--- config.mk ---
export PLATFORM = sky130hd
export DESIGN_NAME = teclado_escaner
export DESIGN_NICKNAME = d
export VERILOG_FILES = /design/src/rtl/teclado_escaner.sv
export SDC_FILE = /design/constraint.sdc
export NUM_CORES = 1
export LEC_CHECK = 0
export ABC_AREA = 1
export BUFFER_PORTS_ARGS = -buffer_cell sky130_fd_sc_hd__buf_2
export CORE_MARGIN = 4
export CORE_UTILIZATION = 55
export DETAILED_ROUTE_END_ITERATION = 16
export PLACE_DENSITY = 0.85
export SLEW_MARGIN = 20
export SYNTH_ARGS = -nofsm -noshare
export SYNTH_HDL_FRONTEND = slang
export SYNTH_SLANG_ARGS = --single-unit
--- constraint.sdc ---
create_clock -name Reloj -period 5.8 [get_ports Reloj]
set_input_delay 1.16 -clock Reloj [delete_from_list [all_inputs] [get_ports Reloj]]
set_output_delay 1.16 -clock Reloj [all_outputs]
set_load 0.01 [all_outputs]
--- src/rtl/teclado_escaner.sv ---
// 4x4 keypad scanner: column drive, debounced row sampling, key decode and decimal accumulator.
// Optional auto-repeat while a key is held: define TECLADO_AUTOREPEAT_EN.
`timescale 1ns/1ps
module teclado_escaner #(
  parameter int SCAN_TICKS   = 100_000,
  parameter int DEB_SCANS    = 3,
  parameter int REPEAT_SCANS = 50
) (
  input  logic       Reloj,
  input  logic       Reset_n,
  input  logic [3:0] Filas,
  output logic [3:0] Columnas,
  output logic [3:0] Tecla,
  output logic       Tecla_valida,
  output logic [7:0] N,
  output logic       N_valido,
  output logic       Error
);

  localparam int TW = (SCAN_TICKS > 1) ? $clog2(SCAN_TICKS) : 1;
  localparam int DW = $clog2(DEB_SCANS + 1);

  if (DEB_SCANS < 1 || REPEAT_SCANS < 1 || SCAN_TICKS < 1) begin : g_bad_param
    $error("teclado_escaner: SCAN_TICKS, DEB_SCANS and REPEAT_SCANS must be >= 1");
  end

  typedef enum logic [1:0] {ESCANEO, REBOTE, PULSADA} estado_t;

  estado_t        state_q, state_d;
  logic [TW-1:0]  tick_q, tick_d;
  logic [3:0]     sync1_q, sync2_q;
  logic [3:0]     col_q, col_d;
  logic [1:0]     row_q, row_d;
  logic [DW-1:0]  deb_q, deb_d;
  logic [DW-1:0]  rel_q, rel_d;
  logic [3:0]     tecla_q, tecla_d;
  logic           tv_q, tv_d;
  logic [7:0]     valor_q, valor_d;
  logic [7:0]     n_q, n_d;
  logic           nv_q, nv_d;
  logic           err_q, err_d;
`ifdef TECLADO_AUTOREPEAT_EN
  localparam int RW = $clog2(REPEAT_SCANS + 1);
  logic [RW-1:0]  rep_q, rep_d;
`endif

  logic           tick_end;
  logic           fila_ok;
  logic [1:0]     fila_idx;
  logic [1:0]     col_idx;
  logic [3:0]     col_next;
  logic           same_row;
  logic [11:0]    acc_t;

  function automatic logic [3:0] key_code(input logic [1:0] r, input logic [1:0] c);
    logic [3:0] k;
    case ({r, c})
      4'b00_00: k = 4'h1;
      4'b00_01: k = 4'h2;
      4'b00_10: k = 4'h3;
      4'b00_11: k = 4'hA;
      4'b01_00: k = 4'h4;
      4'b01_01: k = 4'h5;
      4'b01_10: k = 4'h6;
      4'b01_11: k = 4'hB;
      4'b10_00: k = 4'h7;
      4'b10_01: k = 4'h8;
      4'b10_10: k = 4'h9;
      4'b10_11: k = 4'hC;
      4'b11_00: k = 4'hE;
      4'b11_01: k = 4'h0;
      4'b11_10: k = 4'hF;
      default:  k = 4'hD;
    endcase
    return k;
  endfunction

  assign tick_end = (tick_q == TW'(SCAN_TICKS - 1));
  assign tick_d   = tick_end ? '0 : tick_q + 1'b1;
  assign col_next = {col_q[2:0], col_q[3]};
  assign same_row = (sync2_q == ~(4'b0001 << row_q));

  // Exactly one row low is a key; none or several (ghosting) is treated as nothing pressed.
  always_comb begin
    fila_ok  = 1'b0;
    fila_idx = 2'd0;
    case (sync2_q)
      4'b1110: begin fila_ok = 1'b1; fila_idx = 2'd0; end
      4'b1101: begin fila_ok = 1'b1; fila_idx = 2'd1; end
      4'b1011: begin fila_ok = 1'b1; fila_idx = 2'd2; end
      4'b0111: begin fila_ok = 1'b1; fila_idx = 2'd3; end
      default: begin fila_ok = 1'b0; fila_idx = 2'd0; end
    endcase
  end

  always_comb begin
    col_idx = 2'd0;
    case (col_q)
      4'b1101: col_idx = 2'd1;
      4'b1011: col_idx = 2'd2;
      4'b0111: col_idx = 2'd3;
      default: col_idx = 2'd0;
    endcase
  end

  always_comb begin
    state_d = state_q;
    col_d   = col_q;
    row_d   = row_q;
    deb_d   = deb_q;
    rel_d   = rel_q;
    tecla_d = tecla_q;
    tv_d    = 1'b0;
`ifdef TECLADO_AUTOREPEAT_EN
    rep_d   = rep_q;
`endif
    if (tick_end) begin
      case (state_q)
        ESCANEO: begin
          if (fila_ok) begin
            row_d = fila_idx;
            if (DEB_SCANS == 1) begin
              tecla_d = key_code(fila_idx, col_idx);
              tv_d    = 1'b1;
              rel_d   = '0;
`ifdef TECLADO_AUTOREPEAT_EN
              rep_d   = '0;
`endif
              state_d = PULSADA;
            end else begin
              deb_d   = DW'(1);
              state_d = REBOTE;
            end
          end else begin
            col_d = col_next;
          end
        end
        REBOTE: begin
          if (same_row) begin
            if (deb_q + 1'b1 == DW'(DEB_SCANS)) begin
              tecla_d = key_code(row_q, col_idx);
              tv_d    = 1'b1;
              rel_d   = '0;
`ifdef TECLADO_AUTOREPEAT_EN
              rep_d   = '0;
`endif
              state_d = PULSADA;
            end else begin
              deb_d = deb_q + 1'b1;
            end
          end else begin
            col_d   = col_next;
            state_d = ESCANEO;
          end
        end
        PULSADA: begin
          // Only the captured row matters here; other keys on this column are ignored.
          if (sync2_q[row_q]) begin
`ifdef TECLADO_AUTOREPEAT_EN
            rep_d = '0;
`endif
            if (rel_q + 1'b1 == DW'(DEB_SCANS)) begin
              rel_d   = '0;
              col_d   = col_next;
              state_d = ESCANEO;
            end else begin
              rel_d = rel_q + 1'b1;
            end
          end else begin
            rel_d = '0;
`ifdef TECLADO_AUTOREPEAT_EN
            if (rep_q + 1'b1 == RW'(REPEAT_SCANS)) begin
              rep_d = '0;
              tv_d  = 1'b1;
            end else begin
              rep_d = rep_q + 1'b1;
            end
`endif
          end
        end
        default: begin
          state_d = ESCANEO;
          col_d   = 4'b1110;
        end
      endcase
    end
  end

  // 12-bit product so 255*10+9 cannot wrap before the overflow test.
  assign acc_t = ({4'd0, valor_q} * 12'd10) + {8'd0, tecla_q};

  always_comb begin
    valor_d = valor_q;
    n_d     = n_q;
    nv_d    = 1'b0;
    err_d   = 1'b0;
    if (tv_q) begin
      if (tecla_q <= 4'd9) begin
        if (acc_t <= 12'd255) valor_d = acc_t[7:0];
        else                  err_d   = 1'b1;
      end else if (tecla_q == 4'hE) begin
        valor_d = 8'd0;
      end else if (tecla_q == 4'hF) begin
        n_d     = valor_q;
        nv_d    = 1'b1;
        valor_d = 8'd0;
      end
    end
  end

  always_ff @(posedge Reloj) begin
    if (!Reset_n) begin
      state_q <= ESCANEO;
      tick_q  <= '0;
      sync1_q <= 4'b1111;
      sync2_q <= 4'b1111;
      col_q   <= 4'b1110;
      row_q   <= 2'd0;
      deb_q   <= '0;
      rel_q   <= '0;
      tecla_q <= 4'd0;
      tv_q    <= 1'b0;
      valor_q <= 8'd0;
      n_q     <= 8'd0;
      nv_q    <= 1'b0;
      err_q   <= 1'b0;
`ifdef TECLADO_AUTOREPEAT_EN
      rep_q   <= '0;
`endif
    end else begin
      state_q <= state_d;
      tick_q  <= tick_d;
      sync1_q <= Filas;
      sync2_q <= sync1_q;
      col_q   <= col_d;
      row_q   <= row_d;
      deb_q   <= deb_d;
      rel_q   <= rel_d;
      tecla_q <= tecla_d;
      tv_q    <= tv_d;
      valor_q <= valor_d;
      n_q     <= n_d;
      nv_q    <= nv_d;
      err_q   <= err_d;
`ifdef TECLADO_AUTOREPEAT_EN
      rep_q   <= rep_d;
`endif
    end
  end

  assign Columnas     = col_q;
  assign Tecla        = tecla_q;
  assign Tecla_valida = tv_q;
  assign N            = n_q;
  assign N_valido     = nv_q;
  assign Error        = err_q;

endmodule
# After elaboration in Yosys (flattened, before gate mapping)
# Memories as Yosys holds them, arrays and structs flattened. A register that Yosys moved wholly into a read port is not among the register bits.
# Index checks and enable logic that the tools add are counted.
[classes]
magnitude_cmp = 3
mul = 1
n_reduce_logical = 18
shifts = 1
addsub = 4
eq_ne = 25
mux = 31
n_bitwise = 5
[ops]
columns = ["cell", "n"]
rows = [
  ["two-way mux 8 bit", 4],
  ["== test 4 bit, second input constant", 7],
  ["two-way mux 2 bit", 11],
  ["case mux 2 bit (3 select lines)", 3],
  ["adder 17 x 1 -> 17 bit, second input constant", 1],
  ["== test 17 bit, second input constant", 1],
  ["two-way mux 4 bit", 4],
  ["inequality test 2 bit, second input constant", 8],
  ["AND reduction 4 bit", 4],
  ["AND reduction 5 bit", 3],
  ["adder 12 x 4 -> 12 bit", 1],
  ["<= comparator 12 x 8 -> 1 bit, second input constant", 1],
  ["case mux 4 bit (3 select lines)", 1],
  ["multiplier 8 x 3 -> 11 bit, second input constant", 1],
  ["AND reduction 3 bit", 3],
  ["== test 4 x 3 -> 1 bit, second input constant", 2],
  ["case mux 2 bit (2 select lines)", 2],
  ["OR reduction 4 bit", 2],
  ["== test 2 bit, second input constant", 3],
  ["two-way mux 1 bit", 5],
  ["adder 2 x 1 -> 2 bit, second input constant", 2],
  ["== test 4 bit", 1],
  ["<= comparator 4 bit, second input constant", 1],
  ["NOT 1 bit", 4],
  ["12 further kinds", 13],
]
[totals]
mem_bits_ro = 64
elab_cells = 102
n_memories = 1
in_bits = 6
output_inout_bits = 19
reg_bits = 56
[memory_table]
columns = ["name", "words", "width", "rd", "rd_clocked_by_memory_dff", "write_ports", "line", "rtl"]
rows = [
  ["(name not given)", 16, 4, 1, 1, 0, "57", "case ({r, c})"],
]

# Depth between registers and ports, before layout
# Gate-level depths: netlist of the first run.
[logic_depth]
ltp_word = 5
mapped_depth = 18
ltp_nobuf = 17

# Worst setup path before layout of the first run
# Ideal clock, no wire load.
[synth_path]
path_type = "reg-to-reg"
startpoint = "reg valor_q[1]"
endpoint = "reg valor_q[1]"
path_slack_ps = 3447
synth_period_minus_slack_ps = 2353
arrival_ps = 2238
t_required_ps = 5685
path_buffers = 1
path_stages_with_launch = 14
cell_sequence = "dfxtp_1 ha_1 ha_1 inv_1 fa_1 nor2_1 nand3_2 nor2_1 nor2_1 nand2_2 nand2_4 buf_8 a21oi_1 nor2_1"
[synth_between]
elab_chain_len = 5
[synth_rtl]
columns = ["element", "line", "rtl"]
rows = [
  ["from (decl)", "38", "logic [7:0] valor_q, valor_d;"],
  ["from (signal assigned)", "241", "valor_q <= valor_d;"],
  ["multiplier 8 x 3 -> 11 bit", "190", "assign acc_t = ({4'd0, valor_q} * 12'd10) + {8'd0, tecla_q};"],
  ["adder 12 x 4 -> 12 bit", "190", ""],
  ["<= comparator 12 x 8 -> 1 bit", "199", "if (acc_t <= 12'd255) valor_d = acc_t[7:0];"],
  ["inequality test 2 x 1 -> 1 bit (no line)", "n/a", ""],
  ["AND reduction 3 bit (no line)", "n/a", ""],
]
# No other way between the ends.
# A chain may end at the register's enable or synchronous reset.

# Final worst setup path of the first run
[layout_path]
startpoint = "reg valor_q[3]"
endpoint = "reg valor_q[0]"
# Same word-level chain as after synthesis.

==> results.json, run 1 <==
{
  "place.gp.congestion": 0.844,
  "cts.clk_slew.worst_paths_ps": 70,
  "netlist_top_cells_area": "sky130_fd_sc_hd__dfxtp_1 (35%), sky130_fd_sc_hd__nand2_1 (8.4%), sky130_fd_sc_hd__ha_1 (8.0%)",
  "hpwl_mm": 5.26,
  "cts_hold_buffers": 0,
  "report.final.hold_viol_count": 0,
  "cts-resized-gates": 0,
  "dieHeight_um": 87.1,
  "post-synth-top-count-cell": "sky130_fd_sc_hd__nand2_1",
  "cts_post_setup_buffers_inserted": 0,
  "synth-edff-count": 0,
  "yosysTopAreaCellShare_pct": 34.9,
  "drcViolationCount": 0,
  "finish.utilization_pct": 63.2,
  "setup.reg_to_reg.worst_slack_ps": 3220,
  "synth_largest_area_cell": "sky130_fd_sc_hd__dfxtp_1",
  "detailroute.via_count": 3091,
  "r2r_cells": 12,
  "cp-end-kind": "flop",
  "ir_drop_mv": 0.207,
  "fp-row-count": 28,
  "grt_antenna_before_repair": 0,
  "final-setup-viol-count": 0,
  "max_freq_mhz": 388,
  "global_route.usage.total_pct": 20.7,
  "syn-mean-instance-area_um2": 7.20,
  "synth.net_count": 508,
  "post_drt_via_cell_ratio": 5.27,
  "fin_total_pwr_w": 0.000800,
  "synth_common_cells": "sky130_fd_sc_hd__nand2_1 (77), sky130_fd_sc_hd__nor2_1 (68), sky130_fd_sc_hd__dfxtp_1 (60)",
  "rsz0062_at_grt": "no",
  "worst_case_hold_slack_ps": 413,
  "pin_count_of_the_biggest_net_entering_global_routing": 31,
  "clk_root_buffer_cell": "sky130_fd_sc_hd__clkbuf_8",
  "skew_ps": 6.88,
  "seq_area_frac_synth_pct": 34.9,
  "layout_worst_path_cycle_share_pct": 44.4,
  "fin_nets": 536,
  "placeableCoreArea_um2": 5990,
  "max_cap_viol_count": 0,
  "timing.critical_path.arrival_ps": 2820,
  "first_global_vias": 2969,
  "crit_path_max_fanout": 17,
  "grt_overflow_total": 0,
  "static-leakage-power_nw": 1.81,
  "area.growth.synth_to_final_pct": 10.0,
  "result_of_the_run": "complete, no violations",
  "synthesis.yosys.warnings": 0,
  "path_class": "reg -> reg",
  "fp.dieW_um": 87.1,
  "total_power_divided_by_cell_area_nw_per_um2": 211,
  "worstSkewPairLatency_ps": 350,
  "placement.io_buffers": 24,
  "cts_max_level": 3,
  "grt_first_pass_wirelength_mm": 12.5,
  "clock_tree.buffer_depth": 2,
  "layout.cells.non_filler": 586,
  "cts_buffers": 9,
  "yosys.cell_types.count": 43,
  "worst_pin_slew_ps": 507,
  "drive_above_1_share_pct": 17.6,
  "mappedNetlistArea_um2": 3440,
  "post_synth_inst_count": 478,
  "final.min_clock_period_ps": 2580,
  "hold-path-cell-count": 1,
  "die_area_um2": 7590,
  "detailed_route_iter0_violations": 183,
  "ant_nets": 0,
  "wire_per_inst_um": 12.0,
  "hold_path_class": "reg -> reg",
  "diodes_inserted": 0,
  "cts_tree": "yes",
  "worstPathRequired_ps": 6040,
  "cp-start-kind": "flop",
  "io_pins": 25,
  "clock_tree_sinks": 60,
  "routed_wirelength_mm": 7.02,
  "postSynth.asyncResetShare_pct": 0,
  "floorplan.initialDensity_pct": 57.5,
  "max_slew_margin_pct": 66.2,
  "postSynthRegisterBits": 60,
  "detailedRoute.firstPassIterationCount": 5,
  "placed_cells_incl_taps": 570,
  "maxSlewViolCount": 0,
  "totalNegativeSetupSlack_ps": 0,
  "yosys_most_used_dff": "sky130_fd_sc_hd__dfxtp_1"
}
## worst paths after layout
kind	start	endpoint
max	valor_q[3]$_SDFFE_PN0P_	valor_q[0]$_SDFFE_PN0P_
min	sync1_q[2]$_SDFF_PN1_	sync2_q[2]$_SDFF_PN1_
max reg2reg	valor_q[3]$_SDFFE_PN0P_	valor_q[0]$_SDFFE_PN0P_
min reg2reg	sync1_q[2]$_SDFF_PN1_	sync2_q[2]$_SDFF_PN1_
## metrics by stage
step           cell area, um2  setup WS (ps)
2_1_floorplan            3440           3450
3_3_place_gp             3600           3120
3_5_place_dp             3600           3090
4_1_cts                  3790           3230
5_1_grt                  3790           2990
6_report                 3790           3220
## critical path, stage by stage (launching register included)
cell	delay, ps
sky130_fd_sc_hd__dfxtp_1	450
sky130_fd_sc_hd__ha_1	280
sky130_fd_sc_hd__ha_1	220
sky130_fd_sc_hd__inv_1	70
sky130_fd_sc_hd__fa_1	430
sky130_fd_sc_hd__nor2_1	220
sky130_fd_sc_hd__nand3_2	130
sky130_fd_sc_hd__o21bai_1	180
sky130_fd_sc_hd__nand2_2	90
sky130_fd_sc_hd__nand2_4	160
sky130_fd_sc_hd__nand3_1	110
sky130_fd_sc_hd__nand2_1	80
sky130_fd_sc_hd__nor2_1	40
## cell type report
class / count / area (um2)
inverters: 69 / 259
multi-input cells: 342 / 1930
clock inverters: 5 / 52.6
clock buffers: 11 / 131
well taps: 75 / 93.8
fillers: 544 / 2200
repair buffers: 24 / 120
flip-flops and latches: 60 / 1200
## power by group
group	internal [W]	switching (W)
Sequential	0.000416	0.00000271
Combinational	0.00000857	0.0000155
Clock	0.000196	0.000161
## per-layer routing
metal	global-route usage (%)	share of wire, %	vias up
met5	0	0	-
met4	10.2	2.9	0
met3	5.39	4.6	23
met2	35.5	49	73
met1	23.7	44	1390
li1	-	-	1605
## logic make-up after synthesis
kind of cell               after synthesis  share of synthesized area [%]
buffers and inverters                   76                           9.05
DFF                                     60                           34.9
AOI/OAI and AO/OA                       83                           13.8
xor gates and xnor gates                 5                           1.27
and+or+nand+nor                        230                           31.8
adders and majority gates               24                           9.16
## cell usage in the layout (no fill, tap or decap), drive strengths merged, types with 2 or more instances in the layout
cell and n:
a21oi 32, buf 24, clkbuf 11, clkinv 4
dfxtp 60, fa 2, ha 22, inv 68
nand2 82, nand3 38, nand4 6, nor2 74
nor3 11, nor4 4, o211ai 3, o21a 3
o21ai 40, o21bai 3, or2 12, xnor2 2
xor2 3
## sequential cells by signal, summed over array words and instances, names as in the netlist
register      flops
sync2_q           4
rel_q             2
row_q             2
N                 8
Tecla_valida      1
Error             1
deb_q             2
sync1_q           4
tick_q           17
N_valido          1
valor_q           8
state_q           2
Columnas          4
Tecla             4
Power figures use the tool's default switching activity.
==> run 2, diff against run 1 <==
--- a/config.mk
+++ b/config.mk
@@ -5,7 +5,7 @@
 export SDC_FILE = /design/constraint.sdc
 export NUM_CORES = 1
 export LEC_CHECK = 0
-export ABC_AREA = 1
+export ABC_AREA = 0
 export BUFFER_PORTS_ARGS = -buffer_cell sky130_fd_sc_hd__buf_2
 export CORE_MARGIN = 4
 export CORE_UTILIZATION = 55
==> constraint.sdc (replaced) <==
create_clock -name Reloj -period 2.5 [get_ports Reloj]
set_input_delay 0.5 -clock Reloj [delete_from_list [all_inputs] [get_ports Reloj]]
set_output_delay 0.5 -clock Reloj [all_outputs]
set_load 0.01 [all_outputs]
==> results.json, run 2 <==
{
  "place.gp.congestion": 0.881,
  "synth_largest_area_cell": "sky130_fd_sc_hd__dfxtp_1",
  "max_flop_register": "tick_q",
  "cts_max_level": 3,
  "maxSlewViolCount": 0,
  "report.final.hold_viol_count": 0,
  "total_power_divided_by_cell_area_nw_per_um2": 521,
  "syn-mean-instance-area_um2": 9.03,
  "placement.setup.worst_slack_ps": -218,
  "post_synth_inst_count": 360,
  "max_slew_margin_pct": 58.4,
  "post_drt_via_cell_ratio": 5.55,
  "number_of_flip_flops_under_the_largest_register_name": 17,
  "path_class": "reg -> reg",
  "layout_worst_path_cycle_share_pct": 107,
  "mappedNetlistArea_um2": 3250,
  "routed_wirelength_mm": 6.81,
  "final.min_clock_period_ps": 2680,
  "synth.net_count": 390,
  "commonest_non_fill_non_tap_cell_in_the_layout": "sky130_fd_sc_hd__dfxtp_1",
  "yosysTopAreaCellShare_pct": 37.0,
  "cp-end-kind": "flop",
  "floorplan.initialDensity_pct": 58.0,
  "cts_tree": "yes",
  "io_pins": 25,
  "postSynthRegisterBits": 60,
  "detailed_route_iter0_violations": 146,
  "timing.critical_path.arrival_ps": 2930,
  "dieHeight_um": 84.9,
  "multi_input_comb_area_um2": 2010,
  "cts_buffers": 9,
  "static-leakage-power_nw": 1.79,
  "clock_tree.buffer_depth": 2,
  "placement.io_buffers": 24,
  "grt_overflow_total": 0,
  "hold_path_class": "in -> reg",
  "fillers": 444,
  "post-synth-top-count-cell": "sky130_fd_sc_hd__dfxtp_1",
  "diodes_inserted": 0,
  "area.sequential_um2": 1200,
  "fp.dieW_um": 84.9,
  "worstSkewPairLatency_ps": 330,
  "result_of_the_run": "finished with violations",
  "ant_nets": 0,
  "worstPathRequired_ps": 2750,
  "max_cap_viol_count": 0,
  "clk_root_buffer_cell": "sky130_fd_sc_hd__clkbuf_8",
  "global_route.usage.total_pct": 20.2,
  "crit_path_max_fanout": 8,
  "die_area_um2": 7200,
  "detailedRoute.firstPassIterationCount": 4,
  "clock_tree_sinks": 60,
  "synth-edff-count": 0,
  "final-setup-viol-count": 8,
  "grt_antenna_before_repair": 0,
  "layout_common_cells": "sky130_fd_sc_hd__dfxtp_1 (58), sky130_fd_sc_hd__nor2_1 (44), sky130_fd_sc_hd__nand2_1 (36), sky130_fd_sc_hd__buf_2 (24), sky130_fd_sc_hd__buf_4 (21)",
  "cts_hold_buffers": 0,
  "area.growth.synth_to_final_pct": 19.5,
  "worst_pin_slew_ps": 618,
  "postSynth.asyncResetShare_pct": 0,
  "fp-row-count": 27,
  "skew_ps": 6.65,
  "yosys.cell_types.count": 56,
  "fin_ws_ps": -180,
  "drive_above_1_share_pct": 21.3,
  "seq_area_frac_synth_pct": 37.0,
  "synth_common_cells": "sky130_fd_sc_hd__dfxtp_1 (60), sky130_fd_sc_hd__nor2_1 (44), sky130_fd_sc_hd__nand2_1 (36)",
  "cp-start-kind": "flop",
  "violated_checks": "setup timing",
  "yosys_most_used_dff": "sky130_fd_sc_hd__dfxtp_1",
  "first_global_vias": 2664,
  "max_freq_mhz": 373,
  "placeableCoreArea_um2": 5610,
  "cts.clk_slew.worst_paths_ps": 60,
  "rsz0062_at_grt": "yes",
  "synthesis.yosys.warnings": 0,
  "pin_count_of_the_biggest_net_entering_global_routing": 20,
  "totalNegativeSetupSlack_ps": -1360,
  "ir_drop_mv": 0.418,
  "fin_total_pwr_w": 0.00202,
  "fin_nets": 433,
  "detailroute.via_count": 2665,
  "drcViolationCount": 0,
  "grt_first_pass_wirelength_mm": 11.8,
  "hpwl_mm": 4.93,
  "wire_per_inst_um": 14.2,
  "netlist_top_cells_area": "sky130_fd_sc_hd__dfxtp_1 (37%), sky130_fd_sc_hd__ha_1 (8.5%), sky130_fd_sc_hd__mux2i_1 (5.9%)"
}
==> run 2: cell types whose count changed after synthesis, sizes merged, moves of 10 or more <==
| cell | previous run | this run |
|---|---|---|
| nand2 | 82 | 36 |
| mux2i | 0 | 19 |
| and3 | 0 | 11 |
| a21oi | 32 | 11 |
| or2 | 12 | 0 |
| nor2 | 74 | 44 |
| xnor2 | 2 | 12 |
| xor2 | 3 | 16 |
| o21ai | 40 | 8 |
| nand2b | 0 | 12 |
| nand3 | 38 | 15 |
| inv | 68 | 14 |
==> run 2: final timing paths <==
kind / startpoint / end / slack, ps / cells after the start
worst max-delay path: valor_q[3]$_SDFFE_PN0P_ / valor_q[1]$_SDFFE_PN0P_ / -180 / 12
worst min-delay path: Filas[0] / sync1_q[0]$_SDFF_PN1_ / 350 / 2
worst max register to register: valor_q[3]$_SDFFE_PN0P_ / valor_q[1]$_SDFFE_PN0P_ / -180 / 12
worst min register to register: sync1_q[0]$_SDFF_PN1_ / sync2_q[0]$_SDFF_PN1_ / 410 / 1
==> run 2: final cells by class <==
type / count / share of cell area (%)
repair buffers: 46 / 7.67
clock inverters: 3 / 1.77
well taps: 72 / 2.32
multi-input cells: 272 / 51.8
flip-flops and latches: 60 / 31.0
inverters: 14 / 1.35
clock buffers: 13 / 4.09
==> run 2: worst max-delay path, cell delays in order, from the launching register on <==
cell and delay [ps]:
sky130_fd_sc_hd__dfxtp_2 350, sky130_fd_sc_hd__ha_4 280, sky130_fd_sc_hd__ha_4 120, sky130_fd_sc_hd__inv_2 40, sky130_fd_sc_hd__fa_2 370, sky130_fd_sc_hd__nand2b_4 170
sky130_fd_sc_hd__a21oi_4 160, sky130_fd_sc_hd__xor2_2 90, sky130_fd_sc_hd__and2_4 150, sky130_fd_sc_hd__a211o_1 330, sky130_fd_sc_hd__o221ai_4 200, sky130_fd_sc_hd__buf_12 170
sky130_fd_sc_hd__mux2i_1 170
==> run 2: per-layer routing <==
metal / part of all wire [%] / track usage [%] / vias to the layer above
li1: - / - / 1328
met1: 45 / 25.2 / 1264
met2: 48 / 33.8 / 61
met3: 4.2 / 3.59 / 12
met4: 2.1 / 9.64 / 0
met5: 0 / 0 / -
==> run 2: timing repair <==
item                       in CTS  in global routing
pin swaps                       4                  1
setup endpoints to repair       9                  9
gates resized for setup         5                  0
buffers inserted                1                  0
==> run 2: through the flow <==
stage	hold slack, ps	utilization, %	std cells	area, um2
3_3_place_gp	388	64.4	463	3610
2_1_floorplan	386	-	360	3300
6_report	348	69.3	480	3880
5_1_grt	349	69.3	480	3880
3_5_place_dp	397	64.4	463	3610
4_1_cts	332	69.3	480	3880
==> run 2: kinds of logic after synthesis <==
logic type,after synthesis,share of synthesized area (%)
AO/OA/AOI/OAI,47,11.3
XOR/XNOR,28,7.54
adder cells (fa/ha/maj),24,9.70
buffers and inverters,28,3.69
flip-flops,60,37.0
multiplexers,22,7.58
AND/OR/NAND/NOR,151,23.2
==> run 2: where the power goes <==
part | switching (W) | leakage, nW | internal (W) | total, W
clock network | 0.000377 | 0.114 | 0.000619 | 0.000996
registers | 0.0000101 | 0.487 | 0.000966 | 0.000976
logic | 0.0000312 | 1.19 | 0.0000214 | 0.0000526
==> run 3, diff against run 2 <==
--- a/config.mk
+++ b/config.mk
@@ -5,12 +5,12 @@
 export SDC_FILE = /design/constraint.sdc
 export NUM_CORES = 1
 export LEC_CHECK = 0
-export ABC_AREA = 0
 export BUFFER_PORTS_ARGS = -buffer_cell sky130_fd_sc_hd__buf_2
 export CORE_MARGIN = 4
 export CORE_UTILIZATION = 55
 export DETAILED_ROUTE_END_ITERATION = 16
 export PLACE_DENSITY = 0.85
+export SKIP_CTS_REPAIR_TIMING = 1
 export SLEW_MARGIN = 20
 export SYNTH_ARGS = -nofsm -noshare
 export SYNTH_HDL_FRONTEND = slang
==> results.json, run 3 (same netlist as run 2, synthesis figures left out) <==
{
  "number_of_flip_flops_under_the_largest_register_name": 17,
  "clock_tree_sinks": 60,
  "routed_wirelength_mm": 6.85,
  "detailed_route_iter0_violations": 138,
  "floorplan.initialDensity_pct": 58.0,
  "path_class": "reg -> reg",
  "place.gp.congestion": 0.881,
  "placeableCoreArea_um2": 5610,
  "wire_per_inst_um": 14.3,
  "setup.reg_to_reg.worst_slack_ps": -180,
  "area.growth.synth_to_final_pct": 19.6,
  "global_route.usage.total_pct": 19.6,
  "cts_tree": "yes",
  "clock_tree.buffer_depth": 2,
  "detailedRoute.firstPassIterationCount": 4,
  "hpwl_mm": 4.93,
  "placed_cell_area_um2": 3610,
  "fp-row-count": 27,
  "worstPathRequired_ps": 2760,
  "fin_ws_ps": -180,
  "timing.critical_path.slowest_stage_cell": "sky130_fd_sc_hd__fa_2",
  "drive_above_1_share_pct": 21.8,
  "cp-start-kind": "flop",
  "cts_max_level": 3,
  "placed_cells_incl_taps": 463,
  "placement.io_buffers": 24,
  "skew_ps": 7.79,
  "violated_checks": "setup timing",
  "final_cell_area_um2": 3890,
  "finish.utilization_pct": 69.3,
  "final-setup-viol-count": 9,
  "detailroute.via_count": 2662,
  "timing.critical_path.arrival_ps": 2940,
  "static-leakage-power_nw": 1.79,
  "ir_drop_mv": 0.421,
  "layout_common_cells": "sky130_fd_sc_hd__dfxtp_1 (57), sky130_fd_sc_hd__nor2_1 (44), sky130_fd_sc_hd__nand2_1 (36), sky130_fd_sc_hd__buf_2 (24), sky130_fd_sc_hd__buf_4 (21)",
  "final.min_clock_period_ps": 2680,
  "r2r_cells": 12,
  "crit-reg2reg-capture": "valor_q[7]$_SDFFE_PN0P_",
  "report.final.hold_viol_count": 0,
  "ant_nets": 0,
  "setup.worst_path.end": "valor_q[7]$_SDFFE_PN0P_",
  "max_slew_margin_pct": 58.4,
  "clk_root_buffer_cell": "sky130_fd_sc_hd__clkbuf_8",
  "grt_overflow_total": 0,
  "rsz0062_at_grt": "yes",
  "dieHeight_um": 84.9,
  "max_cap_viol_count": 0,
  "worst_case_hold_slack_ps": 342,
  "layout.cells.non_filler": 480,
  "result_of_the_run": "finished with violations",
  "path_common_cell": "sky130_fd_sc_hd__ha_4",
  "worstSkewPairLatency_ps": 340,
  "max_freq_mhz": 373,
  "layout_worst_path_cycle_share_pct": 107,
  "max_flop_register": "tick_q",
  "total_power_divided_by_cell_area_nw_per_um2": 522,
  "hold_path_class": "in -> reg",
  "max_stage_delay_ps": 360,
  "post_drt_via_cell_ratio": 5.55,
  "drcViolationCount": 0,
  "first_global_vias": 2671,
  "pin_count_of_the_biggest_net_entering_global_routing": 20,
  "cp-end-kind": "flop",
  "io_pins": 25,
  "fp.dieW_um": 84.9,
  "worst_pin_slew_ps": 618,
  "maxSlewViolCount": 0,
  "diodes_inserted": 0,
  "crit_path_max_fanout": 8,
  "startpoint": "valor_q[3]$_SDFFE_PN0P_",
  "path_cells": "ha_4 -> ha_4 -> inv_2 -> fa_2 -> nand2b_4 -> a21oi_4 -> xor2_2 -> and2_4 -> a211o_1 -> o221ai_4 -> buf_12 -> mux2i_1",
  "cts.clk_slew.worst_paths_ps": 60,
  "critical_path.reg2reg.startpoint": "valor_q[3]$_SDFFE_PN0P_",
  "die_area_um2": 7200,
  "grt_first_pass_wirelength_mm": 11.6,
  "fin_nets": 433,
  "commonest_non_fill_non_tap_cell_in_the_layout": "sky130_fd_sc_hd__dfxtp_1",
  "cts_buffers": 9,
  "grt_antenna_before_repair": 0
}
-- run 3: cell counts in the layout (fill, tap and decap cells not counted) --
No cell type changed its count.
-- run 3: worst min path at each step --
| stage | start | endpoint | slack [ps] | cells past startpoint |
|---|---|---|---|---|
| after floorplan | sync1_q[0]$_SDFF_PN1_ | sync2_q[0]$_SDFF_PN1_ | 390 | 1 |
| after CTS | Filas[0] | sync1_q[0]$_SDFF_PN1_ | 330 | 2 |
| after detailed placement | sync1_q[3]$_SDFF_PN1_ | sync2_q[3]$_SDFF_PN1_ | 400 | 1 |
| after global placement | sync1_q[2]$_SDFF_PN1_ | sync2_q[2]$_SDFF_PN1_ | 390 | 1 |
| after global routing | Filas[2] | sync1_q[2]$_SDFF_PN1_ | 350 | 2 |
| final | Filas[0] | sync1_q[0]$_SDFF_PN1_ | 340 | 2 |
-- run 3: power by group --
part	internal, W	switching (W)
registers	0.000966	0.00000994
clock network	0.000619	0.000380
logic	0.0000214	0.0000312
total	0.00161	0.000421
-- run 3: through the flow --
step           setup TNS [ps]  worst slack [ps]  total power (W)
2_1_floorplan            -913              -118          0.00103
3_3_place_gp             -816              -108          0.00105
3_5_place_dp            -1710              -218          0.00105
4_1_cts                 -1840              -232          0.00204
5_1_grt                 -2440              -311          0.00210
6_report                -1400              -180          0.00203
-- run 3: critical path, delay by kind of cell, from the launching register on --
kind	cells	cell delay (ps)
AND/OR/NAND/NOR	2	320
XOR/XNOR	1	90
flip-flops	1	350
buffers and inverters	2	200
AO/OA/AOI/OAI	3	700
adder cells (fa/ha/maj)	3	760
multiplexers	1	170
-- run 3: per-layer routing --
layer | up-vias | GRT usage [%] | wire length, um
met5 | - | 0 | 0
met4 | 0 | 9.06 | 113
met3 | 11 | 3.79 | 356
met2 | 64 | 32.7 | 3320
met1 | 1260 | 24.5 | 3060
li1 | 1327 | - | -
-- run 3: area by class of cell --
cell class                      instances  area (um2)
Clock inverter                          3        68.8
Timing Repair Buffer                   46         298
Sequential cell                        60        1200
Clock buffer                           13         159
Fill cell                             445        1720
Inverter                               14        52.6
Multi-Input combinational cell        272        2010
Tap cell                               72        90.1
